<file path="src/rtl/genetico_pkg.sv">
// Shared parameters, chromosome layout and FSM encoding for the genetico evaluation controller.
package genetico_pkg;

    localparam int unsigned N_LE      = 29;
    localparam int unsigned LE_CFG_W  = 15;
    localparam int unsigned N_OUT     = 8;
    localparam int unsigned OUT_SEL_W = 6;
    localparam int unsigned CHROM_W   = 8;
    localparam int unsigned CFG_BITS  = N_LE * LE_CFG_W + N_OUT * OUT_SEL_W;
    localparam int unsigned N_VEC     = 1 << CHROM_W;
    localparam int unsigned FIT_W     = 12;
    localparam int unsigned FIT_MAX   = N_VEC * CHROM_W;
    localparam int unsigned CNT_W     = $clog2(CFG_BITS);
    localparam int unsigned MATCH_W   = $clog2(CHROM_W + 1);

    // Chromosome as held in the shift register: LE configs above output selects.
    typedef struct packed {
        logic [N_LE-1:0][LE_CFG_W-1:0]   les;
        logic [N_OUT-1:0][OUT_SEL_W-1:0] outs;
    } chrom_cfg_t;

    typedef enum logic [1:0] {
        ST_IDLE  = 2'd0,
        ST_EVAL  = 2'd1,
        ST_FLUSH = 2'd2,
        ST_DONE  = 2'd3
    } state_e;

endpackage

</file>
<file path="src/rtl/genetico_eval_ctrl_match_count.sv">
// Counts bit positions where the array output agrees with the target word.
module match_count
    import genetico_pkg::*;
(
    input  logic [CHROM_W-1:0] out_i,
    input  logic [CHROM_W-1:0] tgt_i,
    output logic [MATCH_W-1:0] match_c
);

    always_comb begin
        match_c = '0;
        for (int unsigned i = 0; i < CHROM_W; i++) begin
            match_c = match_c + MATCH_W'(~(out_i[i] ^ tgt_i[i]));
        end
    end

endmodule

</file>
<file path="src/rtl/genetico_eval_ctrl.sv">
// Serial chromosome loader and truth-table sweep/fitness controller for the genetico array.
// Optional GENETICO_ABORT_EN adds an abort input that cancels a running sweep.
module genetico_eval_ctrl
    import genetico_pkg::*;
(
    input  logic                            clk,
    input  logic                            rst_n,
    input  logic                            cfg_valid,
    input  logic                            cfg_bit,
    output logic                            cfg_ready,
    output logic                            cfg_loaded,
    input  logic                            start,
`ifdef GENETICO_ABORT_EN
    input  logic                            abort,
`endif
    output logic                            busy,
    output logic                            done,
    output logic [FIT_W-1:0]                fitness,
    output logic                            perfect,
    output logic [N_LE-1:0][LE_CFG_W-1:0]   conf_les,
    output logic [N_OUT-1:0][OUT_SEL_W-1:0] conf_outs,
    output logic [CHROM_W-1:0]              chrom_in,
    input  logic [CHROM_W-1:0]              chrom_out,
    output logic [CHROM_W-1:0]              tgt_addr,
    input  logic [CHROM_W-1:0]              tgt_data
);

    state_e              state_q, state_d;
    logic [CFG_BITS-1:0] shreg_q, shreg_d;
    logic [CNT_W-1:0]    cnt_q, cnt_d;
    logic                loaded_q, loaded_d;
    logic [CHROM_W-1:0]  vec_q, vec_d;
    logic [CHROM_W-1:0]  out_q, out_d;
    logic                vld_q, vld_d;
    logic [FIT_W-1:0]    acc_q, acc_d;
    logic [FIT_W-1:0]    fitness_q, fitness_d;
    logic                perfect_q, perfect_d;
    logic                ready_q, ready_d;
    logic                busy_q, busy_d;
    logic                done_q, done_d;
    logic [MATCH_W-1:0]  match_c;
    logic                abort_c;
    chrom_cfg_t          cfg_view;

`ifdef GENETICO_ABORT_EN
    assign abort_c = abort;
`else
    assign abort_c = 1'b0;
`endif

    // Compares the output registered last cycle with the ROM word for the same vector.
    match_count u_match_count (
        .out_i   (out_q),
        .tgt_i   (tgt_data),
        .match_c (match_c)
    );

    always_comb begin
        state_d   = state_q;
        shreg_d   = shreg_q;
        cnt_d     = cnt_q;
        loaded_d  = loaded_q;
        vec_d     = vec_q;
        out_d     = out_q;
        vld_d     = 1'b0;
        acc_d     = acc_q;
        fitness_d = fitness_q;
        perfect_d = perfect_q;

        case (state_q)
            ST_IDLE: begin
                // A config bit in the same cycle as start wins; start is retried by the host.
                if (cfg_valid) begin
                    shreg_d = {shreg_q[CFG_BITS-2:0], cfg_bit};
                    if (cnt_q == CNT_W'(CFG_BITS - 1)) begin
                        cnt_d    = '0;
                        loaded_d = 1'b1;
                    end else begin
                        if (cnt_q == '0) begin
                            loaded_d = 1'b0;
                        end
                        cnt_d = cnt_q + CNT_W'(1);
                    end
                end else if (start && loaded_q) begin
                    acc_d   = '0;
                    vec_d   = '0;
                    state_d = ST_EVAL;
                end
            end
            ST_EVAL: begin
                vec_d = vec_q + CHROM_W'(1);
                out_d = chrom_out;
                vld_d = 1'b1;
                if (vld_q) begin
                    acc_d = acc_q + FIT_W'(match_c);
                end
                if (abort_c) begin
                    vec_d   = '0;
                    state_d = ST_IDLE;
                end else if (vec_q == '1) begin
                    state_d = ST_FLUSH;
                end
            end
            ST_FLUSH: begin
                if (abort_c) begin
                    state_d = ST_IDLE;
                end else begin
                    fitness_d = acc_q + FIT_W'(match_c);
                    perfect_d = (fitness_d == FIT_W'(FIT_MAX));
                    state_d   = ST_DONE;
                end
            end
            ST_DONE: begin
                state_d = ST_IDLE;
            end
            default: begin
                state_d = ST_IDLE;
            end
        endcase

        ready_d = (state_d == ST_IDLE);
        busy_d  = (state_d == ST_EVAL) || (state_d == ST_FLUSH);
        done_d  = (state_d == ST_DONE);
    end

    always_ff @(posedge clk or negedge rst_n) begin
        if (!rst_n) begin
            state_q   <= ST_IDLE;
            shreg_q   <= '0;
            cnt_q     <= '0;
            loaded_q  <= 1'b0;
            vec_q     <= '0;
            out_q     <= '0;
            vld_q     <= 1'b0;
            acc_q     <= '0;
            fitness_q <= '0;
            perfect_q <= 1'b0;
            ready_q   <= 1'b1;
            busy_q    <= 1'b0;
            done_q    <= 1'b0;
        end else begin
            state_q   <= state_d;
            shreg_q   <= shreg_d;
            cnt_q     <= cnt_d;
            loaded_q  <= loaded_d;
            vec_q     <= vec_d;
            out_q     <= out_d;
            vld_q     <= vld_d;
            acc_q     <= acc_d;
            fitness_q <= fitness_d;
            perfect_q <= perfect_d;
            ready_q   <= ready_d;
            busy_q    <= busy_d;
            done_q    <= done_d;
        end
    end

    assign cfg_view   = shreg_q;
    assign conf_les   = cfg_view.les;
    assign conf_outs  = cfg_view.outs;
    assign cfg_ready  = ready_q;
    assign cfg_loaded = loaded_q;
    assign busy       = busy_q;
    assign done       = done_q;
    assign fitness    = fitness_q;
    assign perfect    = perfect_q;
    assign chrom_in   = vec_q;
    assign tgt_addr   = vec_q;

endmodule

</file>
<file path="config.mk">
export PLATFORM = sky130hd
export DESIGN_NAME = genetico_eval_ctrl
export DESIGN_NICKNAME = d
export VERILOG_FILES = /design/src/rtl/genetico_pkg.sv /design/src/rtl/genetico_eval_ctrl_match_count.sv /design/src/rtl/genetico_eval_ctrl.sv
export SDC_FILE = /design/constraint.sdc
export NUM_CORES = 1
export LEC_CHECK = 0
export ABC_AREA = 1
export CORE_ASPECT_RATIO = 0.6
export CORE_MARGIN = 8
export CORE_UTILIZATION = 45
export DETAILED_ROUTE_END_ITERATION = 12
export PLACE_DENSITY = 0.72
export SLEW_MARGIN = 20
export SYNTH_ARGS = -nofsm -noshare
export SYNTH_HDL_FRONTEND = slang
export SYNTH_HIERARCHICAL = 1
export SYNTH_SLANG_ARGS = --single-unit
</file>
<file path="constraint.sdc">
create_clock -name clk -period 5.65 [get_ports clk]
set_clock_uncertainty 0.15 [all_clocks]
set_input_delay 0.8475 -clock clk [delete_from_list [all_inputs] [get_ports clk]]
set_output_delay 0.8475 -clock clk [all_outputs]
set_load 0.02 [all_outputs]
</file>
# Word-level counts from Yosys, hierarchy flattened
# Index checks and enable logic that the tools add are counted.
[word_totals]
regBits = 540
in_bits = 21
output_inout_bits = 516
[op_classes]
addsub = 10
eq_ne = 12
n_mux = 15
bitwise = 16
reduce_logical = 11
[ops]
columns = ["cell", "count"]
rows = [
  ["12-bit 2-to-1 mux", 3],
  ["4-bit NOT", 8],
  ["4-bit adder", 7],
  ["12-bit case mux with 2 select lines", 1],
  ["8-bit 2-to-1 mux", 2],
  ["8-bit case mux with 2 select lines", 1],
  ["12-bit by 4-bit adder with 12-bit output", 1],
  ["12-bit equality test, second input constant", 1],
  ["9-bit by 1-bit adder with 9-bit output, second input constant", 1],
  ["9-bit equality test, second input constant", 1],
  ["9-bit zero test", 1],
  ["9-bit 2-to-1 mux", 1],
  ["8-bit by 1-bit adder with 8-bit output, second input constant", 1],
  ["2-bit equality test, second input constant", 4],
  ["8-bit equality test, second input constant", 1],
  ["2-bit case mux with 4 select lines", 1],
  ["1-bit bitwise XOR", 8],
  ["2-bit 2-to-1 mux", 3],
  ["2-bit inequality test, second input constant", 3],
  ["3-bit AND reduction", 2],
  ["2-bit by 1-bit equality test with 1-bit output, second input constant", 2],
  ["2-bit zero test", 2],
  ["4-bit AND reduction", 1],
  ["2-bit nonzero test", 2],
  ["other kinds (4)", 6],
]

# Depth between registers and ports, before layout
# Gate-level depths: netlist (run 1).
[depth]
depth_word = 12
mapped_depth = 25
ltp_nobuf = 25

# By module
# The synthesis (run 1) kept the hierarchy.
[by_module_without_submodules]
columns = ["module", "n_inst", "cells_each", "area_each_um2", "seq_area_each_um2"]
rows = [
  ["genetico_eval_ctrl", 1, 2385, 21036.4, 13514.2],
  ["match_count", 1, 62, 325.3, 0.0],
]

# Least setup slack after synthesis (run 1)
# No wires, ideal clock.
[synth_timing]
path_kind = "input to register"
startpoint = "input tgt_data[0]"
endpoint = "register perfect_q, in the netlist perfect"
setup_time_ps = 65
arrival_time_ps = 4468
required_ps = 5435
setup_slack_ps = 966
cell_stages = 22
cell_sequence = "inv_1 nand2_1 nand2_1 fa_1 inv_1 fa_1 inv_1 fa_1 ha_1 inv_1 fa_1 inv_1 fa_1 nand3_2 nand3_2 nand2_2 nand2_1 nand2_1 nand3_1 nor2_1 nand3_1 nand2_1"
[synth_via]
elab_chain_len = 11
[synth_rtl]
columns = ["element", "line", "source"]
rows = [
  ["start, declared", "genetico_eval_ctrl.sv:25", "input logic [CHROM_W-1:0] tgt_data"],
  ["1-bit bitwise XOR", "genetico_eval_ctrl_match_count.sv:13", "match_c = match_c + MATCH_W'(~(out_i[i] ^ tgt_i[i]));"],
  ["4-bit NOT", "genetico_eval_ctrl_match_count.sv:13", ""],
  ["4-bit adder (7 in a row)", "genetico_eval_ctrl_match_count.sv:13", ""],
  ["via match_c[1]", "genetico_eval_ctrl.sv:41", "logic [MATCH_W-1:0] match_c;"],
  ["12-bit by 4-bit adder with 12-bit output", "genetico_eval_ctrl.sv:108", "fitness_d = acc_q + FIT_W'(match_c);"],
  ["12-bit equality test", "genetico_eval_ctrl.sv:109", "perfect_d = (fitness_d == FIT_W'(FIT_MAX));"],
  ["end signal, assigned", "genetico_eval_ctrl.sv:151", "perfect_q <= perfect_d;"],
  ["end, declared", "genetico_eval_ctrl.sv:37", "logic perfect_q, perfect_d;"],
]
# The timed path passes the listed nets, and every way through them passes these cells.
# A chain may end at the register's enable or synchronous reset.

# Final worst setup path (run 1)
# Ends and elaborated chain as after synthesis.

==> run metrics, run 1 <==
run status=finished, final reports clean; first drt pass iteration count=5; relative contribution of combinational cells to total power=roughly 6.6%; Post-synth EDFFs=0; count of input and output buffers=536; cell type group with the largest total delay on the critical path=adder cells; count of mapped cells out of synthesis=2447; sw power=1.81 mW; antenna violations before repair=0; cell area after technology mapping=21400 um^2; data arrival time at the worst-slack endpoint=5.35 ns; FF+latch count, synth=540; Achievable Freq=199 MHz; DIE HEIGHT=between 150 and 200 um; Core ar.=roughly 47000 um^2; share of the cycle needed by the critical path after routing=about nine tenths; number of global-route vias before repair=16800; maximum vdd drop=254 uV; GPL Wtd Cong=about 0.87; global-route wire length before repair=97900 um; required time of the critical path=5.99 ns; Final min period=roughly 5.0 ns; total negative setup slack=0 ns; pwr/cell area=around 270 nW/um^2; Internal Pwr Total=between 5 and 6 mW; post-route cell area=28600 um^2; mean area per synthesized cell=8.73 um^2; post-detailed-placement half-perimeter wirelength=42800 um; dominant register cell in the synthesized netlist=sky130_fd_sc_hd__dfrtp_1; maximum count of clock buffers along a single path=3; DRC marker count from the first detailed-route iteration=1396; sequential share of power=50.7%; TritonCTS Buffers=just under 50; vias post-DR=between 15000 and 20000; post-CTS setup-driven buffer insertion count=0; CTS hold repair buffers=0; total of max-cap violations=0; share of flip-flops with an asynchronous set or reset after synthesis=100%; CTS sink cnt=between 500 and 600; Net Count, Synth=roughly 2500; kind of end point of the critical path=flop; leak pwr=15.1 nW; worst setup path category=in -> reg; Area Growth Syn to Fin=34.0%; switching part of the total power=23.3%; wire length reported by the detailed router=61700 um; post-cts sizing count=0; unrepaired setup endpoints after global routing=no; clock latency on the worst-skew pair=0.55 ns; Crit Path Max Fanout=5; I/O pin count=537; number of remaining DRC errors=0; fin. max-slew vios=0; synth warn=6; clock power share=between 40% and 50%; number of nets with antenna violations after routing=0; portion of the post-synthesis area used by sequential elements=63.3%; net count of the finished layout=2966; number of standard-cell rows in the floorplan=61; die area=~55000 um^2; Least-Margin Pin Slew=between 1 and 1.5 ns; count of final hold-check violations=0; post-synth top area cell=sky130_fd_sc_hd__dfrtp_1; total congestion overflow after global routing=0; cell with the largest stage delay on the worst path=sky130_fd_sc_hd__fa_1; global router's overall resource usage=21.7%; buffer and inverter count on the worst path=6; Clock Tree Root=sky130_fd_sc_hd__clkbuf_16; largest cells by area after synthesis=sky130_fd_sc_hd__dfrtp_1 63%, sky130_fd_sc_hd__nand2_1 27%, sky130_fd_sc_hd__buf_2 1.6%; Synth top area share=63.1%; total cell area at the placement stage=about 27000 um^2; die width=297 um; leading cell type in the layout, fill and taps excluded=sky130_fd_sc_hd__nand2_1; kind of start point of the critical path=input pin; worst hold margin=approximately 0.17 ns; count of cell types in the netlist=36; initial core utilization=45.9%; class of the tightest hold or removal check=in -> async; slew margin rel.=30.4%; pin count of the biggest net entering global routing=approximately 150; H-tree levels=2; worst path cell trace=clkdlybuf4s50_1 > inv_1 > nand2_1 > nand2_1 > fa_1 > inv_1 > fa_1 > inv_1 > fa_1 > ha_1 > inv_1 > fa_1 > inv_1 > fa_1 > nand3_2 > nand3_2 > nand2_2 > nand2_1 > nand2_1 > nand3_1 > nor2_1 > nand3_1 > nand2_1; share of cells above drive strength 1=4.05%; number of diodes=0; clock-pin slew of the registers on the worst-case setup and hold paths=around 0.070 ns; delay of the slowest cell on the worst path=0.54 ns; CTS tree=done; Reg2Reg Setup Slack=between 1 and 1.5 ns; wire length per cell after detailed routing=17.2 um; Via density=4.84; top library cells by usage in the layout, fill and taps aside=1563 x sky130_fd_sc_hd__nand2_1, 539 x sky130_fd_sc_hd__dfrtp_1, 535 x sky130_fd_sc_hd__clkdlybuf4s50_1; number of failing setup endpoints in the final timing report=0
[power by group through the flow]
stage / sequential [mW] / clock, mW / combinational (mW)
after global routing: 3.95 / 3.57 / 0.603
after floorplan: 4.01 / 0 / 0.330
final: 3.95 / 3.33 / 0.516
after detailed placement: 4.02 / 0 / 0.517
after CTS: 3.95 / 3.42 / 0.518
after global placement: 4.02 / 0 / 0.481
[path summary, 6_finish.rpt]
kind	startpoint	endpoint	depth (start not counted)
hold reg to reg	fitness[11]	fitness[11]	2
hold / removal	rst_n	cfg_view[43]	1
setup reg to reg	out_q[0]	perfect	22
setup / recovery	tgt_data[0]	perfect	23
max in group asynchronous	rst_n	cfg_view[372]	2
min in group clk	fitness[11]	fitness[11]	2
[cell usage after synthesis, types with 4 or more instances]
cell type,count
sky130_fd_sc_hd__a21oi_1,7
sky130_fd_sc_hd__buf_2,70
sky130_fd_sc_hd__buf_4,35
sky130_fd_sc_hd__buf_6,6
sky130_fd_sc_hd__clkbuf_1,10
sky130_fd_sc_hd__dfrtp_1,539
sky130_fd_sc_hd__fa_1,5
sky130_fd_sc_hd__ha_1,12
sky130_fd_sc_hd__inv_1,63
sky130_fd_sc_hd__inv_2,5
sky130_fd_sc_hd__nand2_1,1563
sky130_fd_sc_hd__nand2_2,4
sky130_fd_sc_hd__nand3_1,27
sky130_fd_sc_hd__nand3_2,5
sky130_fd_sc_hd__nand4_1,5
sky130_fd_sc_hd__nor2_1,29
sky130_fd_sc_hd__nor2_2,4
sky130_fd_sc_hd__nor3_1,4
sky130_fd_sc_hd__o21ai_0,18
sky130_fd_sc_hd__o21ai_1,10
sky130_fd_sc_hd__o22ai_1,8
[state kept, by name, indices dropped and copies added, names as in the netlist, 2 cells and up]
| register | cells |
|---|---|
| acc_q | 12 |
| chrom_in | 8 |
| cfg_view | 483 |
| state_q | 2 |
| cnt_q | 9 |
| fitness | 12 |
| out_q | 8 |
[per-stage QoR]
stage / setup slack [ns] / std cells / utilization [%] / total power, mW
floorplan: 0.966 / 2447 / - / 4.34
global placement: 0.184 / 3507 / 58.0 / 4.50
detailed placement: 0.0822 / 3507 / 58.0 / 4.54
CTS: 0.681 / 3593 / 61.5 / 7.89
global route: 0.403 / 3593 / 61.5 / 8.12
finish: 0.634 / 3593 / 61.5 / 7.80
[worst reg2reg max path: cells and delay by family (launching register included)]
family	cells	cell delay, ns
AND/OR/NAND/NOR	11	1.04
buffers and inverters	5	0.28
flip-flops	1	0.37
adder cells (fa/ha/maj)	6	2.70
[kinds of logic (layout without fill, tap and decap cells)]
kind of cell / count (synthesis) / in the layout / synth area share [%]
adders and majority gates: 17 / 17 / 1.17
AOI/OAI and AO/OA: 51 / 51 / 1.35
and+or+nand+nor: 1647 / 1647 / 29.6
xor gates and xnor gates: 1 / 1 / 0.0410
buffers and inverters: 191 / 707 / 4.60
DFF: 540 / 540 / 63.3
[cell type report]
| cell class | count | area (um^2) |
|---|---|---|
| fill | 3848 | 17900 |
| inverter | 70 | 273 |
| tap | 630 | 788 |
| sequential | 540 | 13500 |
| timing repair buffer | 551 | 5560 |
| multi-input combinational | 1716 | 6870 |
| clock inverter | 12 | 119 |
| clock buffer | 74 | 1490 |
[metal layers]
layer  vias to the layer above  track usage (%)  routed length, um
li1                       8341                -                  -
met1                      8482             28.2              25600
met2                       479             35.9              30000
met3                       103             5.99               4310
met4                         0             5.76               1730
met5                         -                0                  0
Note: power is estimated with default switching activity, not from simulation.
==> run 2: changes to the inputs <==
--- a/config.mk
+++ b/config.mk
@@ -11,6 +11,7 @@
 export CORE_UTILIZATION = 45
 export DETAILED_ROUTE_END_ITERATION = 12
 export PLACE_DENSITY = 0.72
+export REMOVE_ABC_BUFFERS = 1
 export SLEW_MARGIN = 20
 export SYNTH_ARGS = -nofsm -noshare
 export SYNTH_HDL_FRONTEND = slang
==> run 2 against run 1 <==
Effect of this change:
- clock-buffer cell count is 2 higher
- final cell count increased by 0.22%
- cell area grew 0.38%
- setup slack gained 0.019 ns
- die area is the same
- via count is 0.18% higher
- worst hold slack worse by 0.049 ns
- first-iteration DRC count down 8.5%
- flip-flop and latch count stayed put
- sequential power is essentially flat
- clock power up 6.0%
- register-to-register slack is essentially flat
==> run metrics, run 2 (synthesized netlist as in run 1, its figures left out) <==
worst setup path start=tgt_data[0]; flip-flop count of the largest register after layout=483 (unchanged); clock-pin slew of the registers on the worst-case setup and hold paths=0.06 ns (about the same); wire length reported by the detailed router=62100 um (+0.67%); Core ar.=46600 um^2 (unchanged); post-CTS setup-driven buffer insertion count=0 (unchanged); Achievable Freq=200 MHz (+0.39%); reg-to-reg startpoint=out_q[0]; Final min period=5.00 ns (-0.0193 ns); total congestion overflow after global routing=0 (unchanged); initial core utilization=45.9% (unchanged); number of standard-cell rows in the floorplan=61 (unchanged); CP endpoint=perfect; number of diodes=0 (unchanged); share of the cycle needed by the critical path after routing=88.4% (-0.34 points); first drt pass iteration count=5 (unchanged); net count of the finished layout=2967 (+0.034%); post-cts sizing count=0 (unchanged); CTS tree=done; top library cells by usage in the layout, fill and taps aside=1563 x sky130_fd_sc_hd__nand2_1, 539 x sky130_fd_sc_hd__dfrtp_1, 535 x sky130_fd_sc_hd__clkdlybuf4s50_1; number of nets with antenna violations after routing=0 (unchanged); Clock Tree Root=sky130_fd_sc_hd__clkbuf_16; Crit Path Max Fanout=5 (unchanged); share of cells above drive strength 1=4.17% (+0.12 points); class of the tightest hold or removal check=in -> async; CTS hold repair buffers=0 (unchanged); cell with the largest stage delay on the worst path=sky130_fd_sc_hd__fa_1; total cell area at the placement stage=27000 um^2 (about the same); total of max-cap violations=0 (unchanged); antenna violations before repair=0 (unchanged); number of remaining DRC errors=0 (unchanged); fin. max-slew vios=0 (unchanged); fin util=61.7% (+0.23 points); worst setup path category=in -> reg; wire length per cell after detailed routing=17.2 um (+0.44%); maximum count of clock buffers along a single path=3 (unchanged); number of global-route vias before repair=17100 (+1.3%); Via density=4.84 (about the same); Reg2Reg Setup Slack=1.04 ns (about the same); kind of end point of the critical path=flop; total negative setup slack=0 ns (unchanged); post-detailed-placement half-perimeter wirelength=42400 um (-0.93%); global router's overall resource usage=21.8% (+0.12 points); number of cell instances on the worst register-to-register path=22 (unchanged); most used cell along the critical path=sky130_fd_sc_hd__nand2_1; leading cell type in the layout, fill and taps excluded=sky130_fd_sc_hd__nand2_1; count of input and output buffers=536 (unchanged); pwr/cell area=279 nW/um^2 (+2.2%); global-route wire length before repair=98500 um (+0.57%); Crit Reg-Reg Endpoint=perfect; count of final hold-check violations=0 (unchanged); Area Growth Syn to Fin=34.5%; slew margin rel.=26.8% (-3.6 points); die width=297 um (unchanged); delay of the slowest cell on the worst path=0.55 ns (about the same); run status=finished, final reports clean; worst hold margin=0.126 ns (-0.0487 ns); clock latency on the worst-skew pair=0.57 ns (+0.02 ns); required time of the critical path=6.01 ns (+0.02 ns); data arrival time at the worst-slack endpoint=5.35 ns (about the same); I/O pin count=537 (unchanged); leak pwr=15.2 nW (+0.42%); TritonCTS Buffers=51 (+4.1%); DIE HEIGHT=185 um (unchanged); maximum vdd drop=200 uV (-22%); DRC marker count from the first detailed-route iteration=1278 (-8.5%); die area=54900 um^2 (unchanged); CTS sink cnt=540 (unchanged); H-tree levels=2 (unchanged); Least-Margin Pin Slew=1.10 ns (+0.0536 ns); vias post-DR=17400 (+0.18%); pin count of the biggest net entering global routing=230 (+51%); post-route cell area=28700 um^2 (+0.38%); GPL Wtd Cong=0.860 (-1.0%); worst path cell trace=clkdlybuf4s50_1 > inv_1 > nand2_1 > nand2_1 > fa_1 > inv_1 > fa_1 > inv_1 > fa_1 > ha_1 > inv_1 > fa_1 > inv_1 > fa_1 > nand3_2 > nand3_2 > nand2_1 > nand2_1 > nand2_1 > nand3_1 > nor2_1 > nand3_1 > nand2_1; unrepaired setup endpoints after global routing=no; total power=8.00 mW (+2.6%); kind of start point of the critical path=input pin; number of failing setup endpoints in the final timing report=0 (unchanged)
run 2: worst min path at each step:
stage,start,end,slack [ns]
3_3_place_gp,cfg_view[482],cfg_view[482],0.32
2_1_floorplan,out_q[0],out_q[0],0.32
3_5_place_dp,cfg_view[115],cfg_view[116],0.33
6_report,rst_n,cfg_view[262],0.13
4_1_cts,rst_n,cfg_view[264],0.16
5_1_grt,rst_n,cfg_view[264],0.17
run 2: critical path: cells and delay by family:
family	cells	cell delay [ns]
buf+inv	6	0.79
simple gates	11	0.99
fa+ha+maj	6	2.74
run 2: cell type report:
type	instances	area (um^2)
fill	3841	17800
sequential	540	13500
multi-input combinational	1716	6870
timing repair buffer	550	5550
clock buffer	76	1510
tap	630	788
inverter	70	273
clock inverter	19	214
run 2: per-stage QoR:
stage,setup WS (ns),instances
2_1_floorplan,-7.33,2326
3_3_place_gp,0.191,3506
3_5_place_dp,0.150,3506
4_1_cts,0.705,3601
5_1_grt,0.497,3601
6_report,0.653,3601
run 2: routing by layer:
layer | routed length (um) | up-vias | track usage, %
li1 | - | 8385 | -
met4 | 2020 | 0 | 6.63
met1 | 25400 | 8499 | 27.2
met2 | 30600 | 442 | 37.1
met5 | 0 | - | 0
met3 | 4100 | 110 | 6.08
run 2: power by group:
group	internal, mW	leakage, nW	switching (mW)
sequential	3.91	7.37	0.0420
clock	2.04	0.860	1.49
combinational	0.168	6.97	0.353
total	6.11	15.2	1.89
